**src/rtl/game_pkg.sv**
```systemverilog
// ---------------------------------------------------------------------------
// game_pkg
// Shared types and helpers for the whack-a-mole game blocks.
//   state_t : round state of the countdown timer (IDLE, RUN, PAUSE, DONE)
//   BCD_W   : width of one BCD digit
//   bcd_of  : converts a 0..99 integer into {tens, ones} BCD, used to build
//             reload constants from parameters
// ---------------------------------------------------------------------------
package game_pkg;

    localparam int BCD_W = 4;

    typedef enum logic [1:0] {
        ST_IDLE  = 2'd0,
        ST_RUN   = 2'd1,
        ST_PAUSE = 2'd2,
        ST_DONE  = 2'd3
    } state_t;

    // Split a two-digit decimal number into packed {tens, ones} BCD digits.
    function automatic logic [2*BCD_W-1:0] bcd_of(input int value);
        logic [BCD_W-1:0] tens;
        logic [BCD_W-1:0] ones;
        tens = BCD_W'(value / 10);
        ones = BCD_W'(value % 10);
        return {tens, ones};
    endfunction

endpackage

```
**src/rtl/rise_edge_det.sv**
```systemverilog
// ---------------------------------------------------------------------------
// rise_edge_det
// Turns a level signal that already lives in the clk domain into a one-cycle
// pulse on each 0->1 transition. The history flop resets to 0, so a level
// that is already high out of reset yields a pulse in the first cycle.
//   clk   : system clock
//   rst_n : asynchronous active-low reset
//   d     : level input (must be synchronous to clk)
//   pulse : high for one cycle when d is 1 and was 0 in the previous cycle
// ---------------------------------------------------------------------------
module rise_edge_det (
    input  logic clk,
    input  logic rst_n,
    input  logic d,
    output logic pulse
);

    logic d_d;
    logic d_q;

    always_comb begin
        d_d = d;
    end

    always_ff @(posedge clk or negedge rst_n) begin
        if (!rst_n) begin
            d_q <= 1'b0;
        end else begin
            d_q <= d_d;
        end
    end

    assign pulse = d & ~d_q;

endmodule

```
**src/rtl/game_countdown_timer.sv**
```systemverilog
// ---------------------------------------------------------------------------
// game_countdown_timer
// Round countdown for the whack-a-mole game. The 1 Hz square wave from the
// divider is sampled as data and edge-detected; each rising edge is one
// second of play. Remaining time is kept as two BCD digits for the display.
//   clk, rst_n  : system clock, asynchronous active-low reset
//   clk_1hz     : 1 Hz square wave, registered in the clk domain
//   start       : one-cycle pulse, (re)starts the round from GAME_SECONDS
//   pause_tgl   : one-cycle pulse, toggles RUN <-> PAUSE
//   sec_tens/
//   sec_ones    : BCD digits of remaining seconds
//   running     : round is counting
//   paused      : round is frozen
//   time_up     : round has ended
//   done_pulse  : one cycle, on the cycle time_up first reads 1
//   low_time    : remaining <= WARN_SECONDS while RUN or PAUSE
// All outputs come straight from flops.
// ---------------------------------------------------------------------------
module game_countdown_timer
    import game_pkg::*;
#(
    parameter int GAME_SECONDS = 60,
    parameter int WARN_SECONDS = 10
) (
    input  logic             clk,
    input  logic             rst_n,
    input  logic             clk_1hz,
    input  logic             start,
    input  logic             pause_tgl,
    output logic [BCD_W-1:0] sec_tens,
    output logic [BCD_W-1:0] sec_ones,
    output logic             running,
    output logic             paused,
    output logic             time_up,
    output logic             done_pulse,
    output logic             low_time
);

    if (GAME_SECONDS < 1 || GAME_SECONDS > 99) begin : g_bad_game_seconds
        $error("game_countdown_timer: GAME_SECONDS must be within 1..99");
    end

    if (WARN_SECONDS < 0 || WARN_SECONDS > GAME_SECONDS) begin : g_bad_warn_seconds
        $error("game_countdown_timer: WARN_SECONDS must be within 0..GAME_SECONDS");
    end

    localparam logic [2*BCD_W-1:0] RELOAD      = bcd_of(GAME_SECONDS);
    localparam logic [BCD_W-1:0]   RELOAD_TENS = RELOAD[2*BCD_W-1:BCD_W];
    localparam logic [BCD_W-1:0]   RELOAD_ONES = RELOAD[BCD_W-1:0];
    localparam logic [6:0]         WARN_LIMIT  = 7'(WARN_SECONDS);

    logic tick;

    rise_edge_det u_tick_det (
        .clk   (clk),
        .rst_n (rst_n),
        .d     (clk_1hz),
        .pulse (tick)
    );

    state_t           state_d, state_q;
    logic [BCD_W-1:0] tens_d, tens_q;
    logic [BCD_W-1:0] ones_d, ones_q;
    logic             running_d, running_q;
    logic             paused_d, paused_q;
    logic             time_up_d, time_up_q;
    logic             done_pulse_d, done_pulse_q;
    logic             low_time_d, low_time_q;
    logic [6:0]       remaining_d;

    // Next-state logic. Priority within RUN is start, then pause_tgl, then
    // tick, so a tick that coincides with a pause is dropped, not deferred.
    // The status flags are decoded from the next state so that they change
    // in the same cycle as the digits they describe.
    always_comb begin
        state_d = state_q;
        tens_d  = tens_q;
        ones_d  = ones_q;

        unique case (state_q)
            ST_IDLE: begin
                if (start) begin
                    state_d = ST_RUN;
                    tens_d  = RELOAD_TENS;
                    ones_d  = RELOAD_ONES;
                end
            end
            ST_RUN: begin
                if (start) begin
                    tens_d = RELOAD_TENS;
                    ones_d = RELOAD_ONES;
                end else if (pause_tgl) begin
                    state_d = ST_PAUSE;
                end else if (tick) begin
                    // Reaching 00 ends the round; the <= 1 guard keeps the
                    // digits from ever wrapping below 00.
                    if (tens_q == '0 && ones_q <= 4'd1) begin
                        state_d = ST_DONE;
                        tens_d  = '0;
                        ones_d  = '0;
                    end else if (ones_q == '0) begin
                        ones_d = 4'd9;
                        tens_d = tens_q - 4'd1;
                    end else begin
                        ones_d = ones_q - 4'd1;
                    end
                end
            end
            ST_PAUSE: begin
                if (start) begin
                    state_d = ST_RUN;
                    tens_d  = RELOAD_TENS;
                    ones_d  = RELOAD_ONES;
                end else if (pause_tgl) begin
                    state_d = ST_RUN;
                end
            end
            ST_DONE: begin
                if (start) begin
                    state_d = ST_RUN;
                    tens_d  = RELOAD_TENS;
                    ones_d  = RELOAD_ONES;
                end
            end
            default: begin
                state_d = ST_IDLE;
            end
        endcase

        remaining_d  = 7'(tens_d) * 7'd10 + 7'(ones_d);
        running_d    = (state_d == ST_RUN);
        paused_d     = (state_d == ST_PAUSE);
        time_up_d    = (state_d == ST_DONE);
        done_pulse_d = (state_q == ST_RUN) && (state_d == ST_DONE);
        low_time_d   = ((state_d == ST_RUN) || (state_d == ST_PAUSE)) &&
                       (remaining_d <= WARN_LIMIT);
    end

    // State, digits and status flags; reset restores a full round in IDLE.
    always_ff @(posedge clk or negedge rst_n) begin
        if (!rst_n) begin
            state_q      <= ST_IDLE;
            tens_q       <= RELOAD_TENS;
            ones_q       <= RELOAD_ONES;
            running_q    <= 1'b0;
            paused_q     <= 1'b0;
            time_up_q    <= 1'b0;
            done_pulse_q <= 1'b0;
            low_time_q   <= 1'b0;
        end else begin
            state_q      <= state_d;
            tens_q       <= tens_d;
            ones_q       <= ones_d;
            running_q    <= running_d;
            paused_q     <= paused_d;
            time_up_q    <= time_up_d;
            done_pulse_q <= done_pulse_d;
            low_time_q   <= low_time_d;
        end
    end

    assign sec_tens   = tens_q;
    assign sec_ones   = ones_q;
    assign running    = running_q;
    assign paused     = paused_q;
    assign time_up    = time_up_q;
    assign done_pulse = done_pulse_q;
    assign low_time   = low_time_q;

endmodule

```
**config.mk**
```make
export PLATFORM = sky130hd
export DESIGN_NAME = game_countdown_timer
export DESIGN_NICKNAME = d
export VERILOG_FILES = /design/src/rtl/game_pkg.sv /design/src/rtl/rise_edge_det.sv /design/src/rtl/game_countdown_timer.sv
export SDC_FILE = /design/constraint.sdc
export NUM_CORES = 1
export LEC_CHECK = 0
export ABC_AREA = 0
export CORE_MARGIN = 4
export CORE_UTILIZATION = 57
export CTS_CLUSTER_SIZE = 28
export DETAILED_ROUTE_END_ITERATION = 16
export GPL_ROUTABILITY_DRIVEN = 1
export PLACE_DENSITY_LB_ADDON = 0.25
export SLEW_MARGIN = 20
export SYNTH_ARGS = -nofsm -noshare
export SYNTH_HDL_FRONTEND = slang
export SYNTH_SLANG_ARGS = --single-unit
export TNS_END_PERCENT = 1
```
**constraint.sdc**
```tcl
create_clock -name clk -period 9.2 [get_ports clk]
set_input_delay 0.92 -clock clk [delete_from_list [all_inputs] [get_ports clk]]
set_output_delay 0.92 -clock clk [all_outputs]
set_load 0.02 [all_outputs]
```
# --- Word-level counts from Yosys, hierarchy flattened ---
# Cells that the tools add are included.
# W data, S select, Z words.
word_totals:
  wordCells: 54
  output_inout_bits: 13
  regBits: 16
  in_bits: 5
classes:
  n_mux: 22
  n_bitwise: 2
  mul: 1
  n_lt_le_gt_ge: 2
  reduce_logical: 9
  n_addsub: 3
  n_eq_ne: 6
ops:
  columns: ["cell", "n"]
  rows:
  - ["$mux W4", 12]
  - ["$pmux W4 S2", 2]
  - ["$mux W2", 7]
  - ["$eq A2 B2 Y1 const B", 4]
  - ["$logic_not A4 Y1", 2]
  - ["$sub A4 B1 Y4 const B", 2]
  - ["$add A7 B4 Y7", 1]
  - ["$le A7 B4 Y1 const B", 1]
  - ["$mul A4 B3 Y6 const B", 1]
  - ["$pmux W2 S3", 1]
  - ["$eq A2 B1 Y1 const B", 2]
  - ["$le A4 B1 Y1 const B", 1]
  - ["$logic_and A1 B1 Y1", 3]
  - ["$reduce_or A3 Y1", 1]
  - ["$logic_not A2 Y1", 1]
  - ["$reduce_or A2 Y1", 1]
  - ["$and A1 B1 Y1", 1]
  - ["$logic_or A1 B1 Y1", 1]
  - ["$not A1 Y1", 1]

# --- Depth between registers and ports, before layout ---
logic_depth:
  word_depth: 11
  depth_mapped: 16
  depth_no_buf: 15

# --- Cells and area by module ---
# A second synthesis with hierarchy kept.
unflattened:
  hier_cells: 124
  hier_area_um2: 1148.6
modules_own_cells:
  columns: ["mod", "seq_area_each_um2", "cells_each", "n_inst", "area_per_inst_um2"]
  rows:
  - ["game_countdown_timer", 377.9, 122, 1, 1109.8]
  - ["rise_edge_det", 25.0, 2, 1, 38.8]

# --- Least setup slack after synthesis ---
# No wires, ideal clock.
synth_timing:
  path_kind: "input to register"
  startpoint: "input pause_tgl"
  endpoint: "register low_time_q (netlist: low_time)"
  setup_ns: 0.073
  n_path_buf: 0
  arrival_time_ns: 3.723
  required_time_ns: 9.127
  slack_ns: 5.404
  cell_stages: 12
  cell_sequence: "nand4bb_1 -> or2_0 -> or4_4 -> nand2_1 -> ha_1 -> ha_1 -> fa_1 -> and3_1 -> a32oi_1 -> xor2_1 -> nand3_1 -> a21oi_2"
synth_between:
  elab_chain_len: 7
  elab_cells_between_ends: 18
  cone_classes: "add/sub (1); mul (1); order compare (1); eq/ne (2); mux (11); reduce/logical (2)"
synth_lines:
  columns: ["item", "line_no", "text"]
  rows:
  - ["start: declaration", "game_countdown_timer.sv:29", "input logic pause_tgl,"]
  - ["$mux W4", "game_countdown_timer.sv:92", "end else if (pause_tgl) begin"]
  - ["$mux W4", "game_countdown_timer.sv:89", "if (start) begin"]
  - ["$pmux W4 S2", "game_countdown_timer.sv:80", "unique case (state_q)"]
  - ["named net tens_d[3]", "game_countdown_timer.sv:62", "logic [BCD_W-1:0] tens_d, tens_q;"]
  - ["$mul A4 B3 Y6", "game_countdown_timer.sv:130", "remaining_d = 7'(tens_d) * 7'd10 + 7'(ones_d);"]
  - ["$add A7 B4 Y7", "game_countdown_timer.sv:130", null]
  - ["$le A7 B4 Y1", "game_countdown_timer.sv:136", "(remaining_d <= WARN_LIMIT);"]
  - ["$logic_and A1 B1 Y1", "game_countdown_timer.sv:135", "low_time_d = ((state_d == ST_RUN) || (state_d == ST_PAUSE)) &&"]
  - ["named net low_time_d", "game_countdown_timer.sv:68", "logic low_time_d, low_time_q;"]
  - ["end signal: assignment", "game_countdown_timer.sv:158", "low_time_q <= low_time_d;"]
  - ["end: declaration", "game_countdown_timer.sv:68", null]
# The timed path passes the listed nets, and every way through them passes these cells.

# --- Final worst setup path ---
# Same ends and word-level chain as after synthesis.

==> results.py <==
metrics = {
    "power_and_ir_drop": {
        "p_leak_uw": 0.000625,
        "vdd.ir_drop.worst_mv": 0.129,
        "pwr_density_cell_nw_per_um2": 185,
    },
    "clock_tree": {
        "cts.hold.buffers_added": 0,
        "cts-htree-levels": 1,
        "cts_resized": 0,
        "cts_buffers": 3,
        "clk_pin_slew_ns": 0.10,
        "post_cts_buffers": 0,
        "insertion_delay_ns": 0.29,
        "clkSinkCount": 16,
        "cts_buffer_depth": 2,
        "clock-root-buffer": "clkbuf_4",
        "cts_tree": "yes",
    },
    "grt": {
        "antenna_found_initial": 0,
        "gr-usage-all-layers_pct": 20.7,
        "grt_max_degree": 17,
        "first_global_vias": 1008,
        "grt_overflow": 0,
        "grt_pass1_wl_um": 4300,
    },
    "place": {
        "placed_cell_area_um2": 1380,
        "gp_congestion": 0.869,
        "io_buffers": 17,
        "place_hpwl_um": 2110,
        "dp_cells": 166,
    },
    "detailed_routing": {
        "routed_wl_um": 2670,
        "post_drt_wl_per_cell_um": 15.7,
        "via_count": 1008,
        "antenna_left": 0,
        "via_per_inst": 5.93,
        "drt-pass1-iter-count": 7,
        "drtIter0Drc": 26,
        "route.detailed.drc": 0,
    },
    "critical_path": {
        "cp_max_fo": 7,
        "start_kind": "input pin",
        "end_kind": "flop",
        "critPathArrivalTime_ns": 4.55,
        "required_ns": 9.43,
        "path_class": "input pin to flop",
    },
    "synthesis": {
        "avgSynthCellArea_um2": 9.51,
        "synth_sequential_area_ratio_pct": 33.9,
        "synth_cell_type_count": 43,
        "ys.flop_type": "dfrtp_1",
        "syn-num-nets": 148,
        "synth-edff-count": 0,
        "netlist_instances": 125,
        "synth_area_um2": 1190,
        "ys_async_sr_fraction_pct": 100,
        "synth-warning-count": 0,
        "yosys_register_bits": 16,
    },
    "run_status": {
        "outcome": "finished, final reports clean",
    },
    "timing": {
        "clock.fmax_mhz": 231,
        "setup_violations": 0,
        "maxSlewViolCount": 0,
        "hold_viol_final": 0,
        "worstMarginPinSlew_ns": 0.690,
        "setup_tns_ns": 0,
        "clock_skew_ns": 0.00820,
        "fin_crit_ns": 4.33,
        "slew_headroom_pct": 53.9,
        "grt_setup_unrepaired": "false",
        "period_share_pct": 47.0,
    },
    "flow_run": {
        "cap_violations": 0,
    },
    "final_layout": {
        "fill_cells": 151,
        "final_nets": 167,
        "instances_no_fill": 170,
        "n_antenna_cell": 0,
        "design_area_um2": 1410,
        "area_growth_pct": 18.9,
        "drive_gt1_share_pct": 9.79,
    },
    "floorplan": {
        "die_h_um": 53.7,
        "rows": 16,
        "num_io_pins": 18,
        "core_um2": 1960,
        "die_w_um": 53.7,
        "start_util_pct": 60.6,
        "die_area_um2": 2880,
    },
    "hold_path": {
        "worstHoldPathType": "flop to flop",
    },
}
-- cells by family after synthesis --
group	synth area share, %
XOR/XNOR	2.95
AND/OR/NAND/NOR	20.7
adder cells (fa/ha/maj)	20.2
AO/OA/AOI/OAI	17.2
flip-flops	33.9
buffers and inverters	5.05
-- final timing paths --
check / startpoint / endpoint / slack, ns / cells after the start
setup reg to reg: state_q[1] / low_time / 5.14 / 14
setup / recovery: pause_tgl / low_time / 4.87 / 13
hold / removal: sec_tens[2] / sec_tens[2] / 0.67 / 2
max in group asynchronous: rst_n / state_q[1] / 7.72 / 1
hold reg to reg: sec_tens[2] / sec_tens[2] / 0.67 / 2
min in group asynchronous: rst_n / sec_ones[3] / 1.03 / 1
-- where the power goes --
part           leakage (uW)  total, uW  switching [uW]  internal [uW]
clock network     0.0000210       47.6            23.5           24.1
registers          0.000210       91.9            8.99           83.0
logic              0.000395        122            70.0           51.8
-- critical path, cell delays in order --
cell and delay [ns]:
clkdlybuf4s50_1 0.45, nand4bb_1 0.40, or2_0 0.36, or4_4 0.51
nand2_1 0.12, ha_1 0.24, ha_1 0.23, fa_1 0.51
and3_1 0.17, a32oi_1 0.18, xor2_1 0.21, nand3_1 0.12
a21oi_2 0.14
-- final cells by class --
class | instances | area (um2) | share of cell area [%]
clock buffers | 4 | 36.3 | 2.57
inverters | 12 | 45.0 | 3.19
multi-input cells | 94 | 726 | 51.3
flip-flops and latches | 16 | 403 | 28.5
well taps | 27 | 33.8 | 2.39
repair buffers | 17 | 170 | 12.0
-- synth_stat cells (2+ instances only) --
library cell / number / area share (%)
ha_1: 16 / 17
dfrtp_1: 14 / 29
inv_1: 12 / 3.8
nor2_1: 11 / 3.5
a21oi_1: 7 / 2.9
nand2_1: 7 / 2.2
a21o_1: 4 / 2.5
nor3_1: 4 / 1.7
xor2_1: 4 / 2.9
a31oi_1: 3 / 1.6
o21ai_0: 3 / 1.3
o31ai_1: 3 / 1.9
clkbuf_1: 2 / 0.63
dfstp_2: 2 / 4.4
fa_1: 2 / 3.4
nand4_1: 2 / 1.1
or3_4: 2 / 1.9
or3b_2: 2 / 1.5
-- cells in the final DEF (no fill, tap or decap), drive strengths merged, types with 2 or more instances in the layout --
cell type / instances
a21o: 4
a21oi: 8
a31oi: 3
clkbuf: 4
clkdlybuf4s50: 17
dfrtp: 14
dfstp: 2
fa: 2
ha: 16
inv: 12
nand2: 7
nand4: 2
nor2: 11
nor3: 4
o21ai: 3
o31ai: 3
or3: 4
or3b: 2
xor2: 4
-- registers in the layout, indices dropped and copies added (netlist names) --
register / count
sec_ones: 4
u_tick_det.d_q: 1
sec_tens: 4
done_pulse: 1
state_q: 2
running: 1
paused: 1
low_time: 1
time_up: 1
-- through the flow --
step	hold slack [ns]	utilization, %	total power [uW]	setup WS (ns)
floorplan	0.577	-	173	5.40
global placement	0.627	70.2	206	4.78
detailed placement	0.630	70.2	212	4.62
CTS	0.661	72.1	260	4.90
global route	0.703	72.1	278	4.70
finish	0.666	72.1	261	4.87
-- routing by layer --
layer | track usage [%] | up-vias | part of all wire [%]
met2 | 37.1 | 39 | 49
met3 | 3.32 | 7 | 7.1
met5 | 0 | - | 0
li1 | - | 480 | -
met4 | 8.51 | 0 | 2.1
met1 | 24.2 | 482 | 41
(Power assumes the default switching activity.)
